## config.mk

```make
export PLATFORM = sky130hd
export DESIGN_NAME = csr_unit
export DESIGN_NICKNAME = d
export VERILOG_FILES = /design/src/rtl/core_pkg.sv /design/src/rtl/csr_pkg.sv /design/src/rtl/csr_counter64.sv /design/src/rtl/csr_unit.sv
export SDC_FILE = /design/constraint.sdc
export NUM_CORES = 1
export LEC_CHECK = 0
export CAP_MARGIN = 0
export CORE_MARGIN = 2
export CORE_UTILIZATION = 35
export CTS_BUF_LIST = sky130_fd_sc_hd__clkbuf_16
export DETAILED_ROUTE_END_ITERATION = 10
export DONT_BUFFER_PORTS = 1
export GPL_ROUTABILITY_DRIVEN = 0
export GPL_TIMING_DRIVEN = 0
export HOLD_SLACK_MARGIN = 0.05
export PLACE_DENSITY = 0.55
export SETUP_SLACK_MARGIN = 0.05
export SYNTH_ARGS = -nofsm -noshare
export SYNTH_HDL_FRONTEND = slang
export SYNTH_HIERARCHICAL = 1
export SYNTH_SLANG_ARGS = --single-unit
export TNS_END_PERCENT = 20
```

## constraint.sdc

```tcl
create_clock -name clk_i -period 14.3 [get_ports clk_i]
set_input_delay 2.86 -clock clk_i [delete_from_list [all_inputs] [get_ports clk_i]]
set_output_delay 2.86 -clock clk_i [all_outputs]
set_load 0.01 [all_outputs]
```

## src/rtl/core_pkg.sv

```systemverilog
// core_pkg: decoded operation encodings shared by the execute-stage units.
package core_pkg;

   // CSR/system operation presented to the CSR unit; OpNone (and any other
   // unlisted encoding) means no CSR/system operation this cycle.
   typedef enum logic [2:0] {
      OpNone   = 3'd0,
      OpCSRRW  = 3'd1,
      OpCSRRS  = 3'd2,
      OpCSRRC  = 3'd3,
      OpEcall  = 3'd4,
      OpEbreak = 3'd5,
      OpMret   = 3'd6
   } csr_op_e;

endpackage

```

## src/rtl/csr_pkg.sv

```systemverilog
// csr_pkg: machine-mode CSR addresses, trap cause codes, mstatus bit positions
// and the mtvec MODE encoding used by csr_unit.
package csr_pkg;

   typedef enum logic [11:0] {
      CsrMstatus   = 12'h300,
      CsrMisa      = 12'h301,
      CsrMie       = 12'h304,
      CsrMtvec     = 12'h305,
      CsrMscratch  = 12'h340,
      CsrMepc      = 12'h341,
      CsrMcause    = 12'h342,
      CsrMtval     = 12'h343,
      CsrMip       = 12'h344,
      CsrMcycle    = 12'hB00,
      CsrMinstret  = 12'hB02,
      CsrMcycleh   = 12'hB80,
      CsrMinstreth = 12'hB82,
      CsrMhartid   = 12'hF14
   } csr_addr_e;

   typedef enum logic [3:0] {
      ExcIllegalInstr = 4'd2,
      ExcBreakpoint   = 4'd3,
      ExcEcallM       = 4'd11
   } exc_code_e;

   // Interrupt codes double as the bit positions in mie/mip.
   typedef enum logic [3:0] {
      IrqMsi = 4'd3,
      IrqMti = 4'd7,
      IrqMei = 4'd11
   } irq_code_e;

   localparam int unsigned MstatusMieBit  = 3;
   localparam int unsigned MstatusMpieBit = 7;
   localparam int unsigned MstatusMppLo   = 11;
   localparam int unsigned MstatusMppHi   = 12;

   typedef enum logic [1:0] {
      MtvecDirect   = 2'b00,
      MtvecVectored = 2'b01
   } mtvec_mode_e;

   // Legal MODE for a requested value: bit 1 is tied low, and vectored mode
   // only exists when the instance enables it.
   function automatic mtvec_mode_e mtvec_mode_legal(input logic [1:0] mode, input bit vectored_en);
      return (vectored_en && mode[0]) ? MtvecVectored : MtvecDirect;
   endfunction

endpackage

```

## src/rtl/csr_counter64.sv

```systemverilog
// csr_counter64: 64-bit free-running counter with CSR write access. With a
// 32-bit datapath the low and high halves are written separately; a write to
// either half overrides the increment for that cycle and the other half holds.
module csr_counter64 #(
   parameter int unsigned Xlen = 32
) (
   input  logic            clk_i,
   input  logic            rst_ni,
   input  logic            inc_i,
   input  logic            wr_lo_i,
   input  logic            wr_hi_i,
   input  logic [Xlen-1:0] wdata_i,
   output logic [63:0]     value_o
);

   logic [63:0] count_reg;

   assign value_o = count_reg;

   generate
      if (Xlen == 32) begin : g_split
         // Half-word writes win over the increment; the counter wraps naturally.
         always_ff @(posedge clk_i or negedge rst_ni) begin
            if (!rst_ni) begin
               count_reg <= '0;
            end else if (wr_lo_i || wr_hi_i) begin
               if (wr_lo_i) count_reg[31:0]  <= wdata_i[31:0];
               if (wr_hi_i) count_reg[63:32] <= wdata_i[31:0];
            end else if (inc_i) begin
               count_reg <= count_reg + 64'd1;
            end
         end
      end else begin : g_full
         logic hi_write_unused;
         assign hi_write_unused = wr_hi_i;

         // Full-width write wins over the increment; the counter wraps naturally.
         always_ff @(posedge clk_i or negedge rst_ni) begin
            if (!rst_ni) begin
               count_reg <= '0;
            end else if (wr_lo_i) begin
               count_reg <= 64'(wdata_i);
            end else if (inc_i) begin
               count_reg <= count_reg + 64'd1;
            end
         end
      end
   endgenerate

endmodule

```

## src/rtl/csr_unit.sv

```systemverilog
// csr_unit: machine-mode CSR file and trap controller for the single-hart core.
// Accepts one CSR/system op per valid cycle, returns the old CSR value and a
// same-cycle trap/mret redirect. Define CSR_COUNTERS_EN to add the 64-bit
// mcycle/minstret counters (plus the high halves on a 32-bit datapath).
module csr_unit
   import core_pkg::*;
   import csr_pkg::*;
#(
   parameter int unsigned     Xlen       = 32,
   parameter logic [Xlen-1:0] MHartId    = '0,
   parameter logic [Xlen-1:0] MtvecReset = '0,
   parameter bit              VectoredEn = 1'b1
) (
   input  logic            clk_i,
   input  logic            rst_ni,
   input  logic            valid_i,
   input  csr_op_e         csr_op_i,
   input  logic [Xlen-1:0] rs1_data_i,
   input  logic [11:0]     csr_addr_i,
   output logic [Xlen-1:0] rd_data_o,
   input  logic [Xlen-1:0] pc_i,
   input  logic            retire_i,
   input  logic            irq_sw_i,
   input  logic            irq_timer_i,
   input  logic            irq_ext_i,
   output logic            raise_trap_o,
   output logic [Xlen-1:0] trap_vector_o
);

   localparam logic [Xlen-1:0] IrqMask   = Xlen'(12'h888);
   localparam logic [Xlen-1:0] MisaValue = (Xlen'((Xlen == 64) ? 2 : 1) << (Xlen - 2)) | Xlen'(32'h100);
   localparam logic [Xlen-1:0] MtvecResetLegal =
      {MtvecReset[Xlen-1:2], mtvec_mode_legal(MtvecReset[1:0], VectoredEn)};

   logic            mstatus_mie_reg, mstatus_mpie_reg;
   logic [Xlen-1:0] mie_reg, mip_reg, mtvec_reg, mscratch_reg, mepc_reg, mcause_reg, mtval_reg;

   logic [Xlen-1:0] mstatus_val, csr_rdata, csr_wdata, irq_active, vector_base;
   logic            csr_access, csr_writes, illegal_access, csr_we;
   logic            irq_pending, take_irq, take_exc, take_trap, take_mret;
   logic [3:0]      irq_code, exc_code, trap_code;

`ifdef CSR_COUNTERS_EN
   logic [63:0] mcycle_val, minstret_val;
   logic        mcycle_lo_we, mcycle_hi_we, minstret_lo_we, minstret_hi_we;

   assign mcycle_lo_we   = csr_we && (csr_addr_i == CsrMcycle);
   assign mcycle_hi_we   = csr_we && (Xlen == 32) && (csr_addr_i == CsrMcycleh);
   assign minstret_lo_we = csr_we && (csr_addr_i == CsrMinstret);
   assign minstret_hi_we = csr_we && (Xlen == 32) && (csr_addr_i == CsrMinstreth);

   csr_counter64 #(.Xlen(Xlen)) u_mcycle (
      .clk_i   (clk_i),
      .rst_ni  (rst_ni),
      .inc_i   (1'b1),
      .wr_lo_i (mcycle_lo_we),
      .wr_hi_i (mcycle_hi_we),
      .wdata_i (csr_wdata),
      .value_o (mcycle_val)
   );

   csr_counter64 #(.Xlen(Xlen)) u_minstret (
      .clk_i   (clk_i),
      .rst_ni  (rst_ni),
      .inc_i   (retire_i),
      .wr_lo_i (minstret_lo_we),
      .wr_hi_i (minstret_hi_we),
      .wdata_i (csr_wdata),
      .value_o (minstret_val)
   );
`else
   logic retire_unused;
   assign retire_unused = retire_i;
`endif

   // mstatus view: MPP is hardwired to machine mode, only MIE/MPIE are stored.
   always_comb begin
      mstatus_val = '0;
      mstatus_val[MstatusMppHi:MstatusMppLo] = 2'b11;
      mstatus_val[MstatusMpieBit] = mstatus_mpie_reg;
      mstatus_val[MstatusMieBit]  = mstatus_mie_reg;
   end

   // Read mux: old value of the addressed CSR, zero for unimplemented addresses.
   always_comb begin
      csr_rdata = '0;
      case (csr_addr_i)
         CsrMhartid:   csr_rdata = MHartId;
         CsrMstatus:   csr_rdata = mstatus_val;
         CsrMisa:      csr_rdata = MisaValue;
         CsrMie:       csr_rdata = mie_reg;
         CsrMtvec:     csr_rdata = mtvec_reg;
         CsrMscratch:  csr_rdata = mscratch_reg;
         CsrMepc:      csr_rdata = mepc_reg;
         CsrMcause:    csr_rdata = mcause_reg;
         CsrMtval:     csr_rdata = mtval_reg;
         CsrMip:       csr_rdata = mip_reg;
`ifdef CSR_COUNTERS_EN
         CsrMcycle:    csr_rdata = mcycle_val[Xlen-1:0];
         CsrMinstret:  csr_rdata = minstret_val[Xlen-1:0];
         CsrMcycleh:   if (Xlen == 32) csr_rdata = Xlen'(mcycle_val >> 32);
         CsrMinstreth: if (Xlen == 32) csr_rdata = Xlen'(minstret_val >> 32);
`endif
         default:      csr_rdata = '0;
      endcase
   end

   assign rd_data_o = csr_rdata;

   // New CSR value for read-modify-write ops, before per-register WARL masking.
   always_comb begin
      csr_wdata = csr_rdata;
      case (csr_op_i)
         OpCSRRW: csr_wdata = rs1_data_i;
         OpCSRRS: csr_wdata = csr_rdata | rs1_data_i;
         OpCSRRC: csr_wdata = csr_rdata & ~rs1_data_i;
         default: csr_wdata = csr_rdata;
      endcase
   end

   // RS/RC with a zero operand are pure reads, so they may target read-only space.
   assign csr_access     = valid_i && (csr_op_i == OpCSRRW || csr_op_i == OpCSRRS || csr_op_i == OpCSRRC);
   assign csr_writes     = (csr_op_i == OpCSRRW) || (rs1_data_i != '0);
   assign illegal_access = csr_access && csr_writes && (csr_addr_i[11:10] == 2'b11);

   // Uses the registered MIE, so an instruction enabling MIE is never itself interrupted.
   assign irq_active  = mie_reg & mip_reg;
   assign irq_pending = mstatus_mie_reg && (|irq_active);

   // Interrupt priority: external, then software, then timer.
   always_comb begin
      irq_code = IrqMti;
      if (irq_active[IrqMei])      irq_code = IrqMei;
      else if (irq_active[IrqMsi]) irq_code = IrqMsi;
   end

   // Exception priority among synchronous causes: illegal CSR, ecall, ebreak.
   always_comb begin
      exc_code = ExcBreakpoint;
      if (illegal_access)             exc_code = ExcIllegalInstr;
      else if (csr_op_i == OpEcall)   exc_code = ExcEcallM;
   end

   assign take_irq  = valid_i && irq_pending;
   assign take_exc  = valid_i && !irq_pending &&
                      (illegal_access || csr_op_i == OpEcall || csr_op_i == OpEbreak);
   assign take_trap = take_irq || take_exc;
   assign take_mret = valid_i && !irq_pending && (csr_op_i == OpMret);
   assign trap_code = take_irq ? irq_code : exc_code;
   assign csr_we    = csr_access && csr_writes && !take_trap;

   assign raise_trap_o = take_trap || take_mret;
   assign vector_base  = {mtvec_reg[Xlen-1:2], 2'b00};

   // Redirect target: mepc for mret, BASE+4*code for vectored interrupts, else BASE.
   always_comb begin
      trap_vector_o = vector_base;
      if (take_mret) begin
         trap_vector_o = mepc_reg;
      end else if (take_irq && (mtvec_reg[1:0] == MtvecVectored)) begin
         trap_vector_o = vector_base + Xlen'({trap_code, 2'b00});
      end
   end

   // Interrupt lines are sampled every cycle regardless of valid_i.
   always_ff @(posedge clk_i or negedge rst_ni) begin
      if (!rst_ni) mip_reg <= '0;
      else         mip_reg <= Xlen'({irq_ext_i, 3'b000, irq_timer_i, 3'b000, irq_sw_i, 3'b000});
   end

   // mstatus: trap entry stacks MIE, mret unstacks it, otherwise CSR writes.
   always_ff @(posedge clk_i or negedge rst_ni) begin
      if (!rst_ni) begin
         mstatus_mie_reg  <= 1'b0;
         mstatus_mpie_reg <= 1'b0;
      end else if (take_trap) begin
         mstatus_mpie_reg <= mstatus_mie_reg;
         mstatus_mie_reg  <= 1'b0;
      end else if (take_mret) begin
         mstatus_mie_reg  <= mstatus_mpie_reg;
         mstatus_mpie_reg <= 1'b1;
      end else if (csr_we && (csr_addr_i == CsrMstatus)) begin
         mstatus_mie_reg  <= csr_wdata[MstatusMieBit];
         mstatus_mpie_reg <= csr_wdata[MstatusMpieBit];
      end
   end

   // Remaining CSRs: trap entry records mepc/mcause/mtval, else CSR writes apply.
   always_ff @(posedge clk_i or negedge rst_ni) begin
      if (!rst_ni) begin
         mie_reg      <= '0;
         mtvec_reg    <= MtvecResetLegal;
         mscratch_reg <= '0;
         mepc_reg     <= '0;
         mcause_reg   <= '0;
         mtval_reg    <= '0;
      end else if (take_trap) begin
         mepc_reg   <= {pc_i[Xlen-1:1], 1'b0};
         mcause_reg <= {take_irq, {(Xlen-5){1'b0}}, trap_code};
         mtval_reg  <= '0;
      end else if (csr_we) begin
         case (csr_addr_i)
            CsrMie:      mie_reg      <= csr_wdata & IrqMask;
            CsrMtvec:    mtvec_reg    <= {csr_wdata[Xlen-1:2], mtvec_mode_legal(csr_wdata[1:0], VectoredEn)};
            CsrMscratch: mscratch_reg <= csr_wdata;
            CsrMepc:     mepc_reg     <= {csr_wdata[Xlen-1:1], 1'b0};
            CsrMcause:   mcause_reg   <= csr_wdata;
            CsrMtval:    mtval_reg    <= csr_wdata;
            default:     ;
         endcase
      end
   end

endmodule

```

==> impl_results.rst, run 1 <==
.. list-table::
   :header-rows: 1

   * - Metric
     - Value
   * - Result of the run
     - finished, final reports clean
   * - Fill count
     - about 2700
   * - Detail-routed net length per standard cell
     - 28.6 um
   * - Setup TNS
     - 0 ns
   * - Highest achievable clock rate
     - roughly 100 MHz
   * - TritonCTS clock tree
     - built
   * - Global-route wire length before repair
     - slightly below 60 mm
   * - Period Utilization, post-route
     - between 70% and 80%
   * - Placed standard-cell area
     - roughly 10000 um^2
   * - Unique cell type count in the Yosys netlist
     - 70
   * - Max-cap viol count
     - 0
   * - Area occupied by multi-input gates
     - 4990 um^2
   * - Main synth FF type
     - sky130_fd_sc_hd__dfrtp_1
   * - Start-to-end type of the worst setup path
     - in2out
   * - Final critical-path setup slack
     - between 4 and 5 ns
   * - Number of buffers created by CTS
     - 17
   * - Cell area after technology mapping
     - approximately 9600 um^2
   * - Clock insertion delay at the later pin of the skew report
     - between 0.4 and 0.5 ns
   * - Share of the core filled with cells
     - around 39%
   * - Post-Syn Instances
     - 1052
   * - Length of the first detailed-routing pass in iterations
     - 8
   * - Cell types occupying the most area after synthesis
     - sky130_fd_sc_hd__dfrtp_1 43%, sky130_fd_sc_hd__nand2_1 5.0%, sky130_fd_sc_hd__o221ai_1 4.7%
   * - Die footprint
     - about 29000 um^2
   * - Row count
     - 60
   * - Max-slew headroom
     - 3.65%
   * - Hold Slack
     - approximately 0.48 ns
   * - Detailed placer's ending HPWL
     - 29.4 mm
   * - Worst supply voltage drop on vdd
     - 0.0625 mV
   * - Actual slew at the worst max-slew pin
     - 1.44 ns
   * - Storage cell area
     - slightly above 4000 um^2
   * - Largest net degree at the start of global routing
     - roughly 170
   * - Number of vias per cell
     - between 6 and 7
   * - #FFs+latches synth
     - about 170
   * - Clock Sinks
     - around 170
   * - WP data required
     - ~11 ns
   * - Shortest clock period the worst path allows after layout
     - roughly 10 ns
   * - Design Power
     - ~1.1 mW
   * - Horizontal die dimension
     - approximately 170 um
   * - EDFF count, synth
     - 0
   * - Switch share
     - about 29%
   * - Peak fanout along the critical path
     - 10
   * - Switching component of the power
     - roughly 0.33 mW
   * - Cell Count Post-Placement
     - between 1000 and 1500
   * - Overflow left after global routing
     - 0
   * - Clock transition at the registers of the reported paths
     - approximately 0.070 ns
   * - Placement-stage worst setup slack
     - ~4.5 ns
   * - Initial Utilization
     - between 30% and 40%
   * - Net count of the finished layout
     - between 1000 and 1500
   * - Class of the most critical hold timing path
     - reg2reg
   * - Largest area contributor in the synthesized netlist
     - sky130_fd_sc_hd__dfrtp_1
   * - Number of post-CTS setup repair buffers
     - 0
   * - Setup repair after global routing missed its margin
     - false
   * - Relative contribution of combinational cells to total power
     - around a tenth
   * - Fraction of synthesis flops using an asynchronous set or reset pin
     - 100%
   * - Clock power frac
     - a little over two fifths
   * - GRT Util Overall
     - 28.4%
   * - Remaining routing DRC violations
     - 0
   * - Sequential cell area fraction in the yosys report
     - a little over two fifths
   * - Leak pwr
     - 4.14 nW
   * - Worst-case clock skew
     - between 0.01 and 0.015 ns
   * - CTS Root Cell
     - sky130_fd_sc_hd__clkbuf_16
   * - Largest buffer count on any clock path
     - 2
   * - Share of Yosys cell area claimed by the top area cell type
     - a little over two fifths
   * - CP startpoint kind
     - input port
   * - Cts-stage hold buffer count
     - 0
   * - Endpoint class of the critical path
     - output port
   * - # H-tree levels
     - 4
   * - Synth warn
     - 6
   * - Synthesized netlist net count
     - approximately 1100
   * - Quantity of gates resized following cts
     - 0
   * - Overall routed net length
     - 40.9 mm
   * - Number of vias after detailed routing
     - slightly above 9000
   * - Io pins
     - between 150 and 200
   * - Worst endpoint data arrival time
     - approximately 7 ns
   * - Final hold violation count
     - 0
   * - Power density relative to cell area
     - around 100 nW/um^2
   * - Sequential group share of total power
     - 47.6%
   * - # setup viols final
     - 0
   * - Proportion of layout cells with a drive suffix above 1
     - under 10%
   * - Std-Cell Core Area
     - ~27000 um^2
   * - 1st-iter DRT viols
     - between 1000 and 1500
   * - Design Area, Final
     - between 10000 and 15000 um^2
   * - Final instance count without filler cells
     - 1427
   * - Number of slew-limit violations in the final report
     - 0
   * - Area growth, synth to finish
     - 10.5%
   * - Via count of the first global-routing pass
     - between 8000 and 9000
   * - Mean area per synthesized cell
     - just over 9 um^2
   * - Number of antenna violations at the first check in global routing
     - 1
   * - Quantity of I/O buffers inserted on ports
     - 0
   * - Count of nets left with antenna violations after detail routing
     - 0
   * - Pint
     - ~0.8 mW
   * - Die height
     - 170 um
-- layer usage --
| layer | vias up | global-route usage, % | share of wire [%] |
|---|---|---|---|
| met3 | 91 | 8.70 | 11 |
| li1 | 3979 | - | - |
| met4 | 0 | 12.3 | 4.0 |
| met5 | - | 0 | 0 |
| met2 | 497 | 43.4 | 45 |
| met1 | 4622 | 37.4 | 40 |
-- cells in the final DEF (no fill, tap or decap), types with 4 or more instances in the layout --
cell type and n:
sky130_fd_sc_hd__a21oi_1 36, sky130_fd_sc_hd__ha_1 4, sky130_fd_sc_hd__clkbuf_16 17, sky130_fd_sc_hd__nor2b_1 4, sky130_fd_sc_hd__o211ai_1 5, sky130_fd_sc_hd__nor3_1 10, sky130_fd_sc_hd__o21ai_0 77, sky130_fd_sc_hd__o221ai_1 52
sky130_fd_sc_hd__buf_2 17, sky130_fd_sc_hd__a211oi_1 4, sky130_fd_sc_hd__inv_6 6, sky130_fd_sc_hd__a221o_1 28, sky130_fd_sc_hd__nand3_1 19, sky130_fd_sc_hd__o2bb2ai_1 50, sky130_fd_sc_hd__nor4_1 12, sky130_fd_sc_hd__mux2i_1 15
sky130_fd_sc_hd__nand4_1 37, sky130_fd_sc_hd__xnor2_1 11, sky130_fd_sc_hd__xor2_1 19, sky130_fd_sc_hd__and2_1 28, sky130_fd_sc_hd__dfrtp_1 166, sky130_fd_sc_hd__buf_1 7, sky130_fd_sc_hd__inv_1 39, sky130_fd_sc_hd__nand2_1 129
sky130_fd_sc_hd__and3_1 6, sky130_fd_sc_hd__nor2_1 84, sky130_fd_sc_hd__a31oi_1 6, sky130_fd_sc_hd__mux2_2 39, sky130_fd_sc_hd__a22oi_1 28, sky130_fd_sc_hd__clkbuf_1 56
-- area by class of cell --
class	instances	area share (%)
Buffer	82	3.17
Clock inverter	15	1.34
Clock buffer	17	4.00
Multi-Input combinational cell	765	46.9
Inverter	39	1.38
Timing Repair Buffer	1	0.0706
Sequential cell	166	39.1
Tap cell	341	4.01
Antenna cell	1	0.0235
-- cell families after synthesis --
family | share of synthesized area [%]
adders and majority gates | 0.520
buffers and inverters | 5.02
muxes | 6.12
DFF | 43.2
AOI/OAI and AO/OA | 24.2
other | 0.0390
xor gates and xnor gates | 2.73
and+or+nand+nor | 18.2
-- power by group through the flow --
| stage | Clock [mW] | Sequential (mW) | Combinational [mW] |
|---|---|---|---|
| after global placement | 0 | 0.536 | 0.113 |
| final | 0.466 | 0.529 | 0.117 |
| after global routing | 0.486 | 0.532 | 0.126 |
| after CTS | 0.468 | 0.528 | 0.116 |
| after detailed placement | 0 | 0.536 | 0.116 |
| after floorplan | 0 | 0.523 | 0.0814 |
-- synth_stat cells, drive strengths merged, types with 26 or more instances --
master   number
nand4        37
a21oi        37
a221o        28
nor2         84
nand2       129
o2bb2ai      50
clkbuf       56
dfrtp       166
and2         28
inv          39
a22oi        28
o21ai        79
mux2         39
o221ai       52
buf          26
-- critical path, stage by stage --
cell and delay [ns]:
sky130_fd_sc_hd__nor4_1 0.72, sky130_fd_sc_hd__nand3_1 0.20, sky130_fd_sc_hd__or3_1 0.47, sky130_fd_sc_hd__buf_4 0.21, sky130_fd_sc_hd__nand4_1 0.16, sky130_fd_sc_hd__ha_1 0.21, sky130_fd_sc_hd__inv_1 0.05, sky130_fd_sc_hd__ha_1 0.20
sky130_fd_sc_hd__nor2b_1 0.13, sky130_fd_sc_hd__o21ai_0 0.18, sky130_fd_sc_hd__a211oi_2 1.00, sky130_fd_sc_hd__nand4_1 0.24, sky130_fd_sc_hd__xnor2_1 0.22, sky130_fd_sc_hd__a21oi_1 0.33
-- path summary, 6_finish.rpt --
path | startpoint | slack, ns | cells past startpoint | end
max in group asynchronous | rst_ni | 11.56 | 0 | mtval_reg[4]
worst max register to register | mip_reg[11] | 11.35 | 5 | mtval_reg[19]
min in group asynchronous | rst_ni | 2.12 | 0 | mepc_reg[15]
worst max-delay path | rs1_data_i[11] | 4.26 | 14 | trap_vector_o[30]
worst min-delay path | mscratch_reg[10] | 0.48 | 2 | mscratch_reg[10]
worst min register to register | mscratch_reg[10] | 0.48 | 2 | mscratch_reg[10]
No activity file was read; power rests on OpenSTA's default activity.
==> run 2, diff against run 1 <==
==> constraint.sdc (replaced) <==
create_clock -name clk_i -period 10 [get_ports clk_i]
set_input_delay 2 -clock clk_i [delete_from_list [all_inputs] [get_ports clk_i]]
set_output_delay 2 -clock clk_i [all_outputs]
set_load 0.01 [all_outputs]
==> results of run 2 <==
The final DEF is identical to that of run 1. Status: finished, final reports clean.
Among the figures that moved: setup slack after placement 4.50 ns -> 1.92 ns; setup slack after layout 4.26 ns -> 1.68 ns; register-to-register setup slack 11.35 ns -> 7.05 ns; total power 1.11 mW -> 1.59 mW; worst IR drop on VDD 0.0625 mV -> 0.0894 mV
==> run 3, diff against run 2 <==
--- a/config.mk
+++ b/config.mk
@@ -14,7 +14,7 @@
 export GPL_ROUTABILITY_DRIVEN = 0
 export GPL_TIMING_DRIVEN = 0
 export HOLD_SLACK_MARGIN = 0.05
-export PLACE_DENSITY = 0.55
+export PLACE_DENSITY = 0.57
 export SETUP_SLACK_MARGIN = 0.05
 export SYNTH_ARGS = -nofsm -noshare
 export SYNTH_HDL_FRONTEND = slang
==> constraint.sdc (replaced) <==
create_clock -name clk_i -period 7.5 [get_ports clk_i]
set_input_delay 1.5 -clock clk_i [delete_from_list [all_inputs] [get_ports clk_i]]
set_output_delay 1.5 -clock clk_i [all_outputs]
set_load 0.01 [all_outputs]
==> impl_results.rst, run 3 (synthesis gave the netlist of run 1 again) <==
.. list-table::
   :header-rows: 1

   * - Metric
     - Value
   * - Result of the run
     - finished, final reports clean
   * - Row count
     - 60 (unchanged)
   * - Instance count along the most critical hold path
     - 2 (unchanged)
   * - Endpoint of the worst register-to-register path
     - mtval_reg[20]
   * - Quantity of gates resized following cts
     - 0 (unchanged)
   * - Setup TNS
     - 0 ns (unchanged)
   * - Die footprint
     - 28800 um^2 (unchanged)
   * - Cts-stage hold buffer count
     - 0 (unchanged)
   * - Peak fanout along the critical path
     - 10 (unchanged)
   * - Net count of the finished layout
     - 1162 (unchanged)
   * - Highest achievable clock rate
     - approximately 140 MHz
   * - Period Utilization, post-route
     - between 90% and 100%
   * - Commonest cells after routing, fill and taps aside
     - 166 x sky130_fd_sc_hd__dfrtp_1, 129 x sky130_fd_sc_hd__nand2_1, 84 x sky130_fd_sc_hd__nor2_1
   * - Worst supply voltage drop on vdd
     - 0.133 mV
   * - Detail-routed net length per standard cell
     - 28.3 um (-1.0%)
   * - Clock Sinks
     - 166 (unchanged)
   * - Number of antenna violations at the first check in global routing
     - 3 (+2)
   * - Overflow left after global routing
     - 0 (unchanged)
   * - Number of buffers created by CTS
     - 17 (unchanged)
   * - Final hold violation count
     - 0 (unchanged)
   * - Reg2reg setup slack
     - between 4 and 5 ns
   * - Start-to-end type of the worst setup path
     - in2out
   * - Number of slew-limit violations in the final report
     - 0 (unchanged)
   * - # H-tree levels
     - 4 (unchanged)
   * - Number of post-CTS setup repair buffers
     - 0 (unchanged)
   * - Wire length on met1
     - 16.5 mm (-0.24%)
   * - Die height
     - 170 um (unchanged)
   * - Largest net degree at the start of global routing
     - 167 (unchanged)
   * - Horizontal die dimension
     - 170 um (unchanged)
   * - Clock insertion delay at the later pin of the skew report
     - 0.44 ns (about the same)
   * - Endpoint class of the critical path
     - output port
   * - Global-route wire length before repair
     - 59.5 mm (-0.19%)
   * - Worst Reg-to-Reg Cells
     - 5 (unchanged)
   * - Remaining routing DRC violations
     - 0 (unchanged)
   * - Via count of the first global-routing pass
     - 8750 (-1.0%)
   * - CP startpoint kind
     - input port
   * - Share of the core filled with cells
     - 39.5% (about the same)
   * - Overall routed net length
     - 40.5 mm (-0.95%)
   * - Max-cap viol count
     - 0 (unchanged)
   * - Quantity of I/O buffers inserted on ports
     - 0 (unchanged)
   * - Proportion of layout cells with a drive suffix above 1
     - 9.31% (-0.37 points)
   * - Max-slew headroom
     - 9.26% (+5.6 points)
   * - Clock transition at the registers of the reported paths
     - 0.07 ns (about the same)
   * - Shortest clock period the worst path allows after layout
     - 7.11 ns
   * - Number of vias per cell
     - 6.39 (-0.84%)
   * - Setup repair after global routing missed its margin
     - false
   * - Leak pwr
     - 4.15 nW (about the same)
   * - CTS Root Cell
     - sky130_fd_sc_hd__clkbuf_16
   * - # setup viols final
     - 0 (unchanged)
   * - Power density relative to cell area
     - just under 200 nW/um^2
   * - Class of the most critical hold timing path
     - reg2reg
   * - Area growth, synth to finish
     - 10.5% (about the same)
   * - Count of nets left with antenna violations after detail routing
     - 0 (unchanged)
   * - Worst-case clock skew
     - 0.0101 ns (-0.00297 ns)
   * - Worst endpoint data arrival time
     - between 5 and 6 ns
   * - GRT Util Overall
     - 28.1% (-0.32 points)
   * - Hold Path End
     - mscratch_reg[20]
   * - Uppermost signal routing layer after detailed routing
     - met4
   * - Io pins
     - 151 (unchanged)
   * - Actual slew at the worst max-slew pin
     - 1.34 ns (-0.0963 ns)
   * - Hold path startpoint
     - mscratch_reg[20]
   * - Initial Utilization
     - 35.7% (unchanged)
   * - TritonCTS clock tree
     - built
   * - Detailed placer's ending HPWL
     - 29.3 mm (-0.25%)
   * - Largest buffer count on any clock path
     - 2 (unchanged)
   * - Number of vias after detailed routing
     - 9118 (-0.77%)
   * - Met3 routed WL
     - 4.27 mm (-2.6%)
   * - Std-Cell Core Area
     - 27000 um^2 (unchanged)
   * - WP data required
     - ~6.0 ns
   * - Length of the first detailed-routing pass in iterations
     - 6 (-2)
   * - 1st-iter DRT viols
     - 1060 (+0.38%)
   * - Worst reg2reg startpoint
     - mie_reg[11]
   * - Most frequent standard cell in the layout excluding fill and tap cells
     - sky130_fd_sc_hd__dfrtp_1
   * - Total length of routed met2 wires
     - 18.2 mm (-0.88%)
run 3: cell types whose count changed in the layout (fill, tap and decap cells not counted):
cell                         delta
sky130_fd_sc_hd__bufinv_16      +1
sky130_fd_sc_hd__clkinv_1       +1
sky130_fd_sc_hd__clkinv_2       -1
sky130_fd_sc_hd__clkinv_4       +2
sky130_fd_sc_hd__clkinvlp_4     +1
sky130_fd_sc_hd__diode_2        +1
sky130_fd_sc_hd__inv_1          +3
sky130_fd_sc_hd__inv_6          -5
sky130_fd_sc_hd__inv_8          -2
run 3: worst max-delay path, stage by stage:
cell,delay [ns]
sky130_fd_sc_hd__nor4_1,0.61
sky130_fd_sc_hd__nand3_1,0.19
sky130_fd_sc_hd__or3_1,0.44
sky130_fd_sc_hd__buf_4,0.20
sky130_fd_sc_hd__nand4_1,0.15
sky130_fd_sc_hd__ha_1,0.21
sky130_fd_sc_hd__inv_1,0.06
sky130_fd_sc_hd__ha_1,0.20
sky130_fd_sc_hd__nor2b_1,0.14
sky130_fd_sc_hd__o21ai_0,0.17
sky130_fd_sc_hd__a211oi_2,0.92
sky130_fd_sc_hd__nand4_1,0.27
sky130_fd_sc_hd__xnor2_1,0.22
sky130_fd_sc_hd__a21oi_1,0.31
run 3: routing by layer:
layer	global-route usage, %	vias up
li1	-	3967
met1	37.1	4568
met2	42.7	491
met3	9.23	92
met4	11.3	0
met5	0	-
run 3: power breakdown:
group          internal [mW]  switching [mW]  leakage (nW)
clock                  0.486           0.393         0.278
sequential             0.950          0.0600          2.24
combinational         0.0834           0.138          1.63
total                   1.52           0.591          4.15
run 3: final cells by class:
class	count	area, um^2
diodes	2	5.00
plain buffers	82	337
clock buffers	17	425
clock inverters	15	141
fillers	2699	16300
inverters	39	146
multi-input cells	765	4990
flip-flops and latches	166	4150
well taps	341	427
repair buffers	1	7.51
run 3: worst max path at each step:
stage                    from           endpoint  cells past startpoint  slack [ns]
3_3_place_gp      csr_op_i[1]  trap_vector_o[27]                     14        0.16
5_1_grt        rs1_data_i[11]  trap_vector_o[30]                     14        0.16
6_report       rs1_data_i[11]  trap_vector_o[30]                     14        0.39
4_1_cts           csr_op_i[1]  trap_vector_o[30]                     16        0.44
3_5_place_dp      csr_op_i[1]  trap_vector_o[30]                     16        0.48
2_1_floorplan     csr_op_i[0]  trap_vector_o[20]                     16        1.65
run 3: per-stage QoR:
| stage | power [mW] | hold slack, ns | instance area (um^2) | cells | worst slack (ns) |
|---|---|---|---|---|---|
| finish | 2.11 | 0.484 | 10600 | 1428 | 0.387 |
| global placement | 1.24 | 0.463 | 10000 | 1393 | 0.163 |
| floorplan | 1.15 | 0.446 | 9620 | 1052 | 1.65 |
| CTS | 2.11 | 0.485 | 10600 | 1426 | 0.443 |
| global route | 2.17 | 0.497 | 10600 | 1427 | 0.157 |
| detailed placement | 1.24 | 0.468 | 10100 | 1394 | 0.477 |
